<file path="config.mk">
export PLATFORM = sky130hd
export DESIGN_NAME = demux_word_collector
export DESIGN_NICKNAME = d
export VERILOG_FILES = /design/src/rtl/demux_pkg.sv /design/src/rtl/demux_word_collector_rr_arbiter.sv /design/src/rtl/demux_word_collector.sv
export SDC_FILE = /design/constraint.sdc
export NUM_CORES = 1
export LEC_CHECK = 0
export ABC_AREA = 1
export CELL_PAD_IN_SITES_DETAIL_PLACEMENT = 0
export CELL_PAD_IN_SITES_GLOBAL_PLACEMENT = 1
export CORE_ASPECT_RATIO = 1.75
export CORE_MARGIN = 2
export CORE_UTILIZATION = 40
export DETAILED_ROUTE_END_ITERATION = 16
export PLACE_DENSITY_LB_ADDON = 0.08
export SYNTH_ARGS = -nofsm -noshare
export SYNTH_HDL_FRONTEND = slang
export SYNTH_HIERARCHICAL = 1
export SYNTH_SLANG_ARGS = --single-unit
</file>
<file path="constraint.sdc">
create_clock -name clk -period 1.9 [get_ports clk]
set_input_delay 0.57 -clock clk [delete_from_list [all_inputs] [get_ports clk]]
set_output_delay 0.57 -clock clk [all_outputs]
set_load 0.01 [all_outputs]
</file>
<file path="src/rtl/demux_pkg.sv">
// Shared channel-count constants and the channel index type for the demux
// word collector.
package demux_pkg;

    localparam int NCH    = 4;
    localparam int ADDR_W = $clog2(NCH);

    typedef logic [ADDR_W-1:0] chan_t;

endpackage

</file>
<file path="src/rtl/demux_word_collector_rr_arbiter.sv">
// Round-robin arbiter: the search starts at the pointer, and the pointer
// moves past the winner only when the caller reports the grant was consumed.
module rr_arbiter #(
    parameter int N = 4,
    localparam int IW = (N > 1) ? $clog2(N) : 1
) (
    input  logic          clk,
    input  logic          rst_n,
    input  logic [N-1:0]  req,
    input  logic          adv,
    output logic          grant_valid,
    output logic [IW-1:0] grant_idx
);

    logic [IW-1:0] ptr;

    // NOTE: every combinational output gets a default before the search loop so no latch is inferred.
    always_comb begin
        logic [IW-1:0] idx;
        grant_valid = 1'b0;
        grant_idx   = '0;
        idx         = '0;
        // Scan from the farthest offset back to ptr so the nearest requester wins.
        for (int i = N - 1; i >= 0; i--) begin
            idx = ptr + IW'(i);
            if (req[idx]) begin
                grant_valid = 1'b1;
                grant_idx   = idx;
            end
        end
    end

    // NOTE: state is written with non-blocking assignments so all flops update from pre-edge values.
    always_ff @(posedge clk or negedge rst_n) begin
        if (!rst_n) begin
            ptr <= '0;
        end else if (adv) begin
            ptr <= grant_idx + 1'b1;
        end
    end

endmodule

</file>
<file path="src/rtl/demux_word_collector.sv">
// Collects bits from the 1-to-4 demux outputs into per-channel words and
// drains completed words round-robin over a valid/ready port.
module demux_word_collector
    import demux_pkg::*;
#(
    parameter int WIDTH = 8
) (
    input  logic             clk,
    input  logic             rst_n,
    input  logic             sample_en,
    input  chan_t            addr_i,
    input  logic [NCH-1:0]   dout_i,
    input  logic             clear,
    output logic             out_valid,
    input  logic             out_ready,
    output logic [WIDTH-1:0] out_data,
    output chan_t            out_chan,
    output logic [NCH-1:0]   overflow
);

    localparam int CNT_W = $clog2(WIDTH);

    logic [WIDTH-1:0] hold_word [NCH];
    logic [NCH-1:0]   hold_valid;
    logic [NCH-1:0]   drop;
    logic             load_out;
    logic             grant_valid;
    chan_t            grant_idx;
    logic             adv;

    assign load_out = !clear && (!out_valid || out_ready);
    assign adv      = load_out && grant_valid;

    rr_arbiter #(
        .N (NCH)
    ) u_arb (
        .clk         (clk),
        .rst_n       (rst_n),
        .req         (hold_valid),
        .adv         (adv),
        .grant_valid (grant_valid),
        .grant_idx   (grant_idx)
    );

    for (genvar c = 0; c < NCH; c++) begin : g_ch
        logic [CNT_W-1:0] cnt_q;
        logic [WIDTH-2:0] sreg_q;
        logic [WIDTH-1:0] hold_q;
        logic             hold_v_q;
        logic             hit;
        logic             last;
        logic             take;

        assign hit  = sample_en && (addr_i == ADDR_W'(c));
        assign last = hit && (cnt_q == CNT_W'(WIDTH - 1));
        assign take = adv && (grant_idx == ADDR_W'(c));
        // A word finishing while the slot is still full is lost, unless the
        // slot is being drained to the output on this very edge.
        assign drop[c]       = last && hold_v_q && !take;
        assign hold_word[c]  = hold_q;
        assign hold_valid[c] = hold_v_q;

        // NOTE: the hold registers are reset like any other flop so no stale word can surface after reset.
        always_ff @(posedge clk or negedge rst_n) begin
            if (!rst_n) begin
                cnt_q    <= '0;
                sreg_q   <= '0;
                hold_q   <= '0;
                hold_v_q <= 1'b0;
            end else if (clear) begin
                cnt_q    <= '0;
                sreg_q   <= '0;
                hold_q   <= '0;
                hold_v_q <= 1'b0;
            end else begin
                if (hit) begin
                    if (last) begin
                        cnt_q <= '0;
                        if (!drop[c]) begin
                            hold_q <= {dout_i[c], sreg_q};
                        end
                    end else begin
                        sreg_q[cnt_q] <= dout_i[c];
                        cnt_q         <= cnt_q + 1'b1;
                    end
                end
                if (last && !drop[c]) begin
                    hold_v_q <= 1'b1;
                end else if (take) begin
                    hold_v_q <= 1'b0;
                end
            end
        end
    end

    always_ff @(posedge clk or negedge rst_n) begin
        if (!rst_n) begin
            out_valid <= 1'b0;
            out_data  <= '0;
            out_chan  <= '0;
        end else if (clear) begin
            out_valid <= 1'b0;
            out_data  <= '0;
            out_chan  <= '0;
        end else if (load_out) begin
            out_valid <= grant_valid;
            if (grant_valid) begin
                out_data <= hold_word[grant_idx];
                out_chan <= grant_idx;
            end
        end
    end

    // Overflow flags stay set until reset or clear.
    always_ff @(posedge clk or negedge rst_n) begin
        if (!rst_n) begin
            overflow <= '0;
        end else if (clear) begin
            overflow <= '0;
        end else begin
            overflow <= overflow | drop;
        end
    end

endmodule

</file>
Yosys cells after proc, flatten, opt, wreduce, memory -nomap -nowiden
Cells that the tools add are included.

Flip-flop bits (word level): 93. Latch bits: 0. Bits in writable memories: 0. Memory bits (read-only): 0. Output and inout bits: 15. Word-level logic and storage cells: 220. Memories kept: 0.

$add $sub $neg: 8. Multipliers: 0. Div/mod/pow operators: 0. Order comparisons: 13. Eq/ne operators: 18. Shift operators: 0. Muxes and demuxes: 92. Bitwise operators: 2. Reduce and logical (&&, ||, !) cells: 66.

Operators by type and width (number): $mux 8 (21); $mux 7 (12); $mux 3 (12); $logic_and 1x1->1 (30); $bwmux 7 (4); $mux 1 (26); $reduce_bool 2->1 (10); $bmux 8 s2 (1); $lt 3x4->1 const B (4); $ne 2x2->1 const B (8); $mux 2 (7); $add 3x1->3 const B (4); $demux 1 s3 (4); $eq 3x3->1 const B (4); $ge 3x1->1 const B (4); $lt 2x3->1 const B (4); $reduce_and 3->1 (4); $reduce_bool 3->1 (4); $logic_not 1->1 (10); $reduce_and 2->1 (5); $bmux 1 s2 (4); $eq 2x2->1 const B (4); $add 2x1->2 const B (2); $add 2x2->2 const B (2); other kinds (7) (9).

Longest topological paths before layout
Gate-level depths: netlist of run 1.

Word-level depth: 15. Mapped depth: 17. Depth with buffers taken out: 17.

By module
Netlist of run 1, hierarchy kept.

By module, submodules not included: demux_word_collector (instances 1, cells each 565, area each 4421.7 um^2); rr_arbiter (instances 1, cells each 63, area each 346.6 um^2).

Worst setup path after synthesis of run 1
Ideal clock, no wire load.

Path kind: reg2reg. Start: register u_arb.ptr[0]. End: register g_ch[1].hold_q[0]. Data arrival time: 1.890 ns. Data required time: 1.783 ns. Path slack: -0.107 ns. Stages on the path, launching flop included: 18. Path buffers: 0. Path through: dfrtp_1 > inv_2 > nand2_1 > nand2_2 > nand2_4 > nand2_4 > nor2_1 > nor2_1 > nand2_1 > nand2_2 > inv_1 > inv_2 > nor2_2 > nand3_1 > nand3_1 > nand2_2 > nand2_1 > nand2_1.

Word-level cells in the longest chain between the ends: 13. Elaborated cells on any way between the ends: 26. Classes of those cells: 3 x add/sub; 2 x eq/ne; 16 x mux; 5 x reduce/logical.

Ends and longest elaborated chain: start: declaration (line demux_word_collector_rr_arbiter.sv:15) `logic [IW-1:0] ptr;`; start signal: assignment (line demux_word_collector_rr_arbiter.sv:38) `ptr <= grant_idx + 1'b1;`; $add 2x2->2 (line demux_word_collector_rr_arbiter.sv:25) `idx = ptr + IW'(i);`; $bmux 1 s2 (line demux_word_collector_rr_arbiter.sv:26) `if (req[idx]) begin`; $mux 1 (not written as such) (line demux_word_collector_rr_arbiter.sv:26); $mux 2 (3 in series) (line demux_word_collector_rr_arbiter.sv:26); $mux 2 * (line demux_word_collector_rr_arbiter.sv:26); via grant_idx[0] (line demux_word_collector.sv:28) `chan_t grant_idx;`; $eq 2x1->1 * (line demux_word_collector.sv:56) `assign take = adv && (grant_idx == ADDR_W'(c));`; $logic_and 1x1->1 * (line demux_word_collector.sv:56); $logic_not 1->1 * (line demux_word_collector.sv:59) `assign drop[c] = last && hold_v_q && !take;`; $logic_and 1x1->1 * (line demux_word_collector.sv:59); $ne 2x2->1 (no source line) *; $reduce_and 3->1 (no source line) *; end signal: assignment (line demux_word_collector.sv:80) `hold_q <= {dout_i[c], sreg_q};`; end: declaration (line demux_word_collector.sv:48) `logic [WIDTH-1:0] hold_q;`.

Mark *: on every way through the listed nets, which the timed path passes. The rest lies on a longest branch. The select of a mux whose other input is x is not followed. A chain may end at the register's enable or synchronous reset.

Worst setup path after layout of run 1
Start: register u_arb.ptr[1]. End: register g_ch[3].hold_q[6].

Word-level cells in the longest chain between the ends: 13. Elaborated cells on any way between the ends: 26. Classes of those cells: 3 x add/sub; 2 x eq/ne; 16 x mux; 5 x reduce/logical.

Ends and longest elaborated chain: $add 2x2->2 (line demux_word_collector_rr_arbiter.sv:25); $bmux 1 s2 (line demux_word_collector_rr_arbiter.sv:26); $mux 1 (not written as such) (line demux_word_collector_rr_arbiter.sv:26); $mux 1 (3 in series) (line demux_word_collector_rr_arbiter.sv:26); $mux 1 * (line demux_word_collector_rr_arbiter.sv:26); via grant_valid (line demux_word_collector.sv:27) `logic grant_valid;`; $logic_and 1x1->1 * (line demux_word_collector.sv:32) `assign adv = load_out && grant_valid;`; $logic_and 1x1->1 * (line demux_word_collector.sv:56); $logic_not 1->1 * (line demux_word_collector.sv:59); $logic_and 1x1->1 * (line demux_word_collector.sv:59); $ne 2x2->1 (no source line) *; $reduce_and 3->1 (no source line) *; end signal: assignment (line demux_word_collector.sv:80); end: declaration (line demux_word_collector.sv:48).

Marks and branches as above.

==> results of run 1 <==
-- kinds of logic after synthesis --
| group | count (synthesis) | synth area share (%) |
|---|---|---|
| adder cells (fa/ha/maj) | 8 | 2.10 |
| AND/OR/NAND/NOR | 408 | 37.9 |
| flip-flops | 93 | 48.8 |
| buffers and inverters | 72 | 5.83 |
| AO/OA/AOI/OAI | 47 | 5.33 |
-- repair_timing --
| item | in CTS | in global routing |
|---|---|---|
| pin swaps | 26 | 16 |
| endpoints found under the setup margin | 48 | 62 |
| resized for setup | 46 | 35 |
| buffers inserted | 4 | 2 |
-- flip-flops by register name, summed over array words and instances (netlist names), 2 cells and up --
signal,count
g_ch.hold_q,32
g_ch.sreg_q,28
g_ch.cnt_q,12
out_data,8
g_ch.hold_v_q,4
overflow,4
out_chan,2
u_arb/ptr,2
-- stage by stage --
stage / area, sq um / worst slack [ns] / hold WS (ns)
after floorplan: 4800 / 0.0175 / 0.274
after global placement: 5640 / -0.243 / 0.453
after detailed placement: 5640 / -0.243 / 0.461
after CTS: 6150 / -0.0604 / 0.294
after global routing: 6280 / -0.232 / 0.328
final: 6280 / -0.0789 / 0.214
-- cells in the final DEF, fill, tap and decap left out, drive strengths merged --
master and instances:
buf 59, clkinv 4, or2 1, clkdlybuf4s50 23, nor4 1, nand4 16
clkinvlp 3, clkbuf 9, ha 8, nand3b 1, nand3 88, nor2 20
o22ai 7, bufinv 1, o21a 1, dfrtp 93, o21ai 39, dlymetal6s2s 1
nor3 6, nand2 275, inv 64
-- layout make-up --
cell class | instances | area (sq um) | share of cell area [%]
clock inverter | 7 | 75.1 | 1.19
clock buffer | 9 | 225 | 3.58
inverter | 65 | 267 | 4.24
tap | 135 | 169 | 2.69
timing repair buffer | 83 | 768 | 12.2
multi-input combinational | 463 | 2450 | 39.0
sequential | 93 | 2330 | 37.1
-- layer usage --
metal / vias to the layer above / global-route usage, % / share of wire (%)
li1: 2214 / - / -
met3: 20 / 3.94 / 2.6
met5: - / 0 / 0
met2: 62 / 36.1 / 53
met4: 0 / 6.80 / 2.6
met1: 1943 / 24.6 / 42
-- worst min-delay path by stage --
stage,from,end,slack (ns),cells past startpoint
CTS,rst_n,g_ch[3].sreg_q[3]$_DFFE_PN0P_,0.29,2
global placement,g_ch[2].sreg_q[5]$_DFFE_PN0P_,g_ch[2].sreg_q[5]$_DFFE_PN0P_,0.45,2
finish,rst_n,overflow[3]$_DFF_PN0_,0.21,2
detailed placement,g_ch[2].sreg_q[5]$_DFFE_PN0P_,g_ch[2].sreg_q[5]$_DFFE_PN0P_,0.46,2
global route,rst_n,overflow[3]$_DFF_PN0_,0.33,2
floorplan,rst_n,g_ch[0].cnt_q[0]$_DFFE_PN0P_,0.27,0
-- power by group --
group	switching [mW]	leakage, nW	total (mW)	internal (mW)
logic	1.32	1.89	2.31	0.995
clock network	0.795	0.138	1.82	1.02
registers	0.0966	1.28	2.16	2.06
total	2.21	3.31	6.29	4.08
-- critical path: stages, from the launching register on --
cell     delay (ns)
dfrtp_2        0.45
inv_2          0.13
nand2_1        0.10
nand2_4        0.09
nand2_1        0.06
nand2_2        0.09
nor3_2         0.04
nand2_1        0.10
inv_1          0.05
nor2_1         0.12
buf_6          0.17
nand3_2        0.13
nand3_2        0.13
nand2_4        0.09
nand2_1        0.08
nand2_1        0.05
==> results.ini, run 1 <==
[synth]
synth.top_cell.area_share_pct = 48.8
async_reset_ff_share_pct = 100
synth_ff_type = dfrtp_1
netlist-cell-type-count = 25
ys_seq_area_share_pct = 48.8
synth_seq_cells = 93
netlist_area_sq_mm = 0.00477
synth_top_cell_by_area = dfrtp_1
syn_avg_cell_area_sq_um = 7.59
synth_most_common_cell = nand2_1
syn-instance-count = 628
synth_fp_nets = 647
yosysWarnings = 6
synth_edf_count = 0
synthTopCellsByCount = nand2_1, dfrtp_1, nand3_1
yosys-top-cells-area = dfrtp_1, nand2_1, nand3_1

[sta]
slew_violations = 0
setup_violations = 44
maxSlewHeadroom_pct = 62.0
worst_slack_ns = -0.0789
skew_ns = 0.00682
finalSetupTns_ns = -2.17
rsz0062_at_grt = yes
finalHoldViolations = 0
fin_crit_sh_pct = 104
fmax_mhz = 505
worstMarginPinSlew_ns = 0.571
final.min_clock_period_ns = 1.98

[setup_path]
cp-endpoint = g_ch[3].hold_q[6]$_DFFE_PN0P_
timing.rr.end = g_ch[3].hold_q[6]$_DFFE_PN0P_
path_class = register to register
end_kind = register
crit_start = u_arb/ptr[1]$_DFFE_PN0P_
arrival_ns = 2.22
required_ns = 2.14
worst-r2r-setup-slack_ns = -0.08
worstPathMaxFanout = 8
rr_startpoint = u_arb/ptr[1]$_DFFE_PN0P_
worstSetupStartpointType = register
reg2reg_depth = 15

[cts]
cts_buffers = 9
clk_pin_slew_ns = 0.07
clk_path_buf_depth = 2
cts_tree = built
clock-root-buffer = clkbuf_16
clock-sinks = 93
clkLatencyLatePin_ns = 0.35
ctsHtreeMaxLevel = 3
postCtsHoldBufs = 0

[grt]
grt_overflow = 0
grt_max_degree = 94
grt_pass1_vias = 4323
grt_pass1_wl_mm = 20.7
antenna_found_initial = 0
grtUsageTotal_pct = 20.5

[placement]
numPortBuffers = 25
gp_congestion = 0.800
dp_cells = 833
dp_hpwl_mm = 8.88

[drt]
drtIter0Drc = 188
vias = 4239
routedWlPerCell_um = 13.9
viasPerCell = 4.96
firstDrtPassIters = 4
antenna_left = 0
post-route-drc-count = 0
wl_mm = 11.9

[floorplanning]
start_util_pct = 41.2
die_h_um = 148
pin_count = 26
rows = 52
dieArea_sq_mm = 0.0128
fp.dieW_um = 86.5
core-area_sq_mm = 0.0116

[job]
maxCapViolCount = 0

[min_path]
hp-class = input pin to async pin

[status]
violations = setup timing
outcome = finished with violations

[finish]
final_cells = 855
fin_nets = 734
syn2layout_area_growth_pct = 31.8
drive_gt1_share_pct = 22.2
antenna_cells = 0
fin_util_pct = 54.3
fill_cells = 1138

[power]
power_mw = 6.29
total_leakage_power_nw = 3.31
power.density_mw_per_mm2 = 1000
vdd_ir_drop_max_mv = 0.447

No activity file was read; power rests on OpenSTA's default activity.
==> run 2: changes to the inputs <==
- CAP_MARGIN: default -> 25
==> results of run 2 <==
Same layout as run 1: the final DEF is identical, and so are final timing and power.
==> run 3: changes to the inputs <==
- SLEW_MARGIN: default -> 10
==> results of run 3 <==
Same layout as run 1: the final DEF is identical, and so are final timing and power.
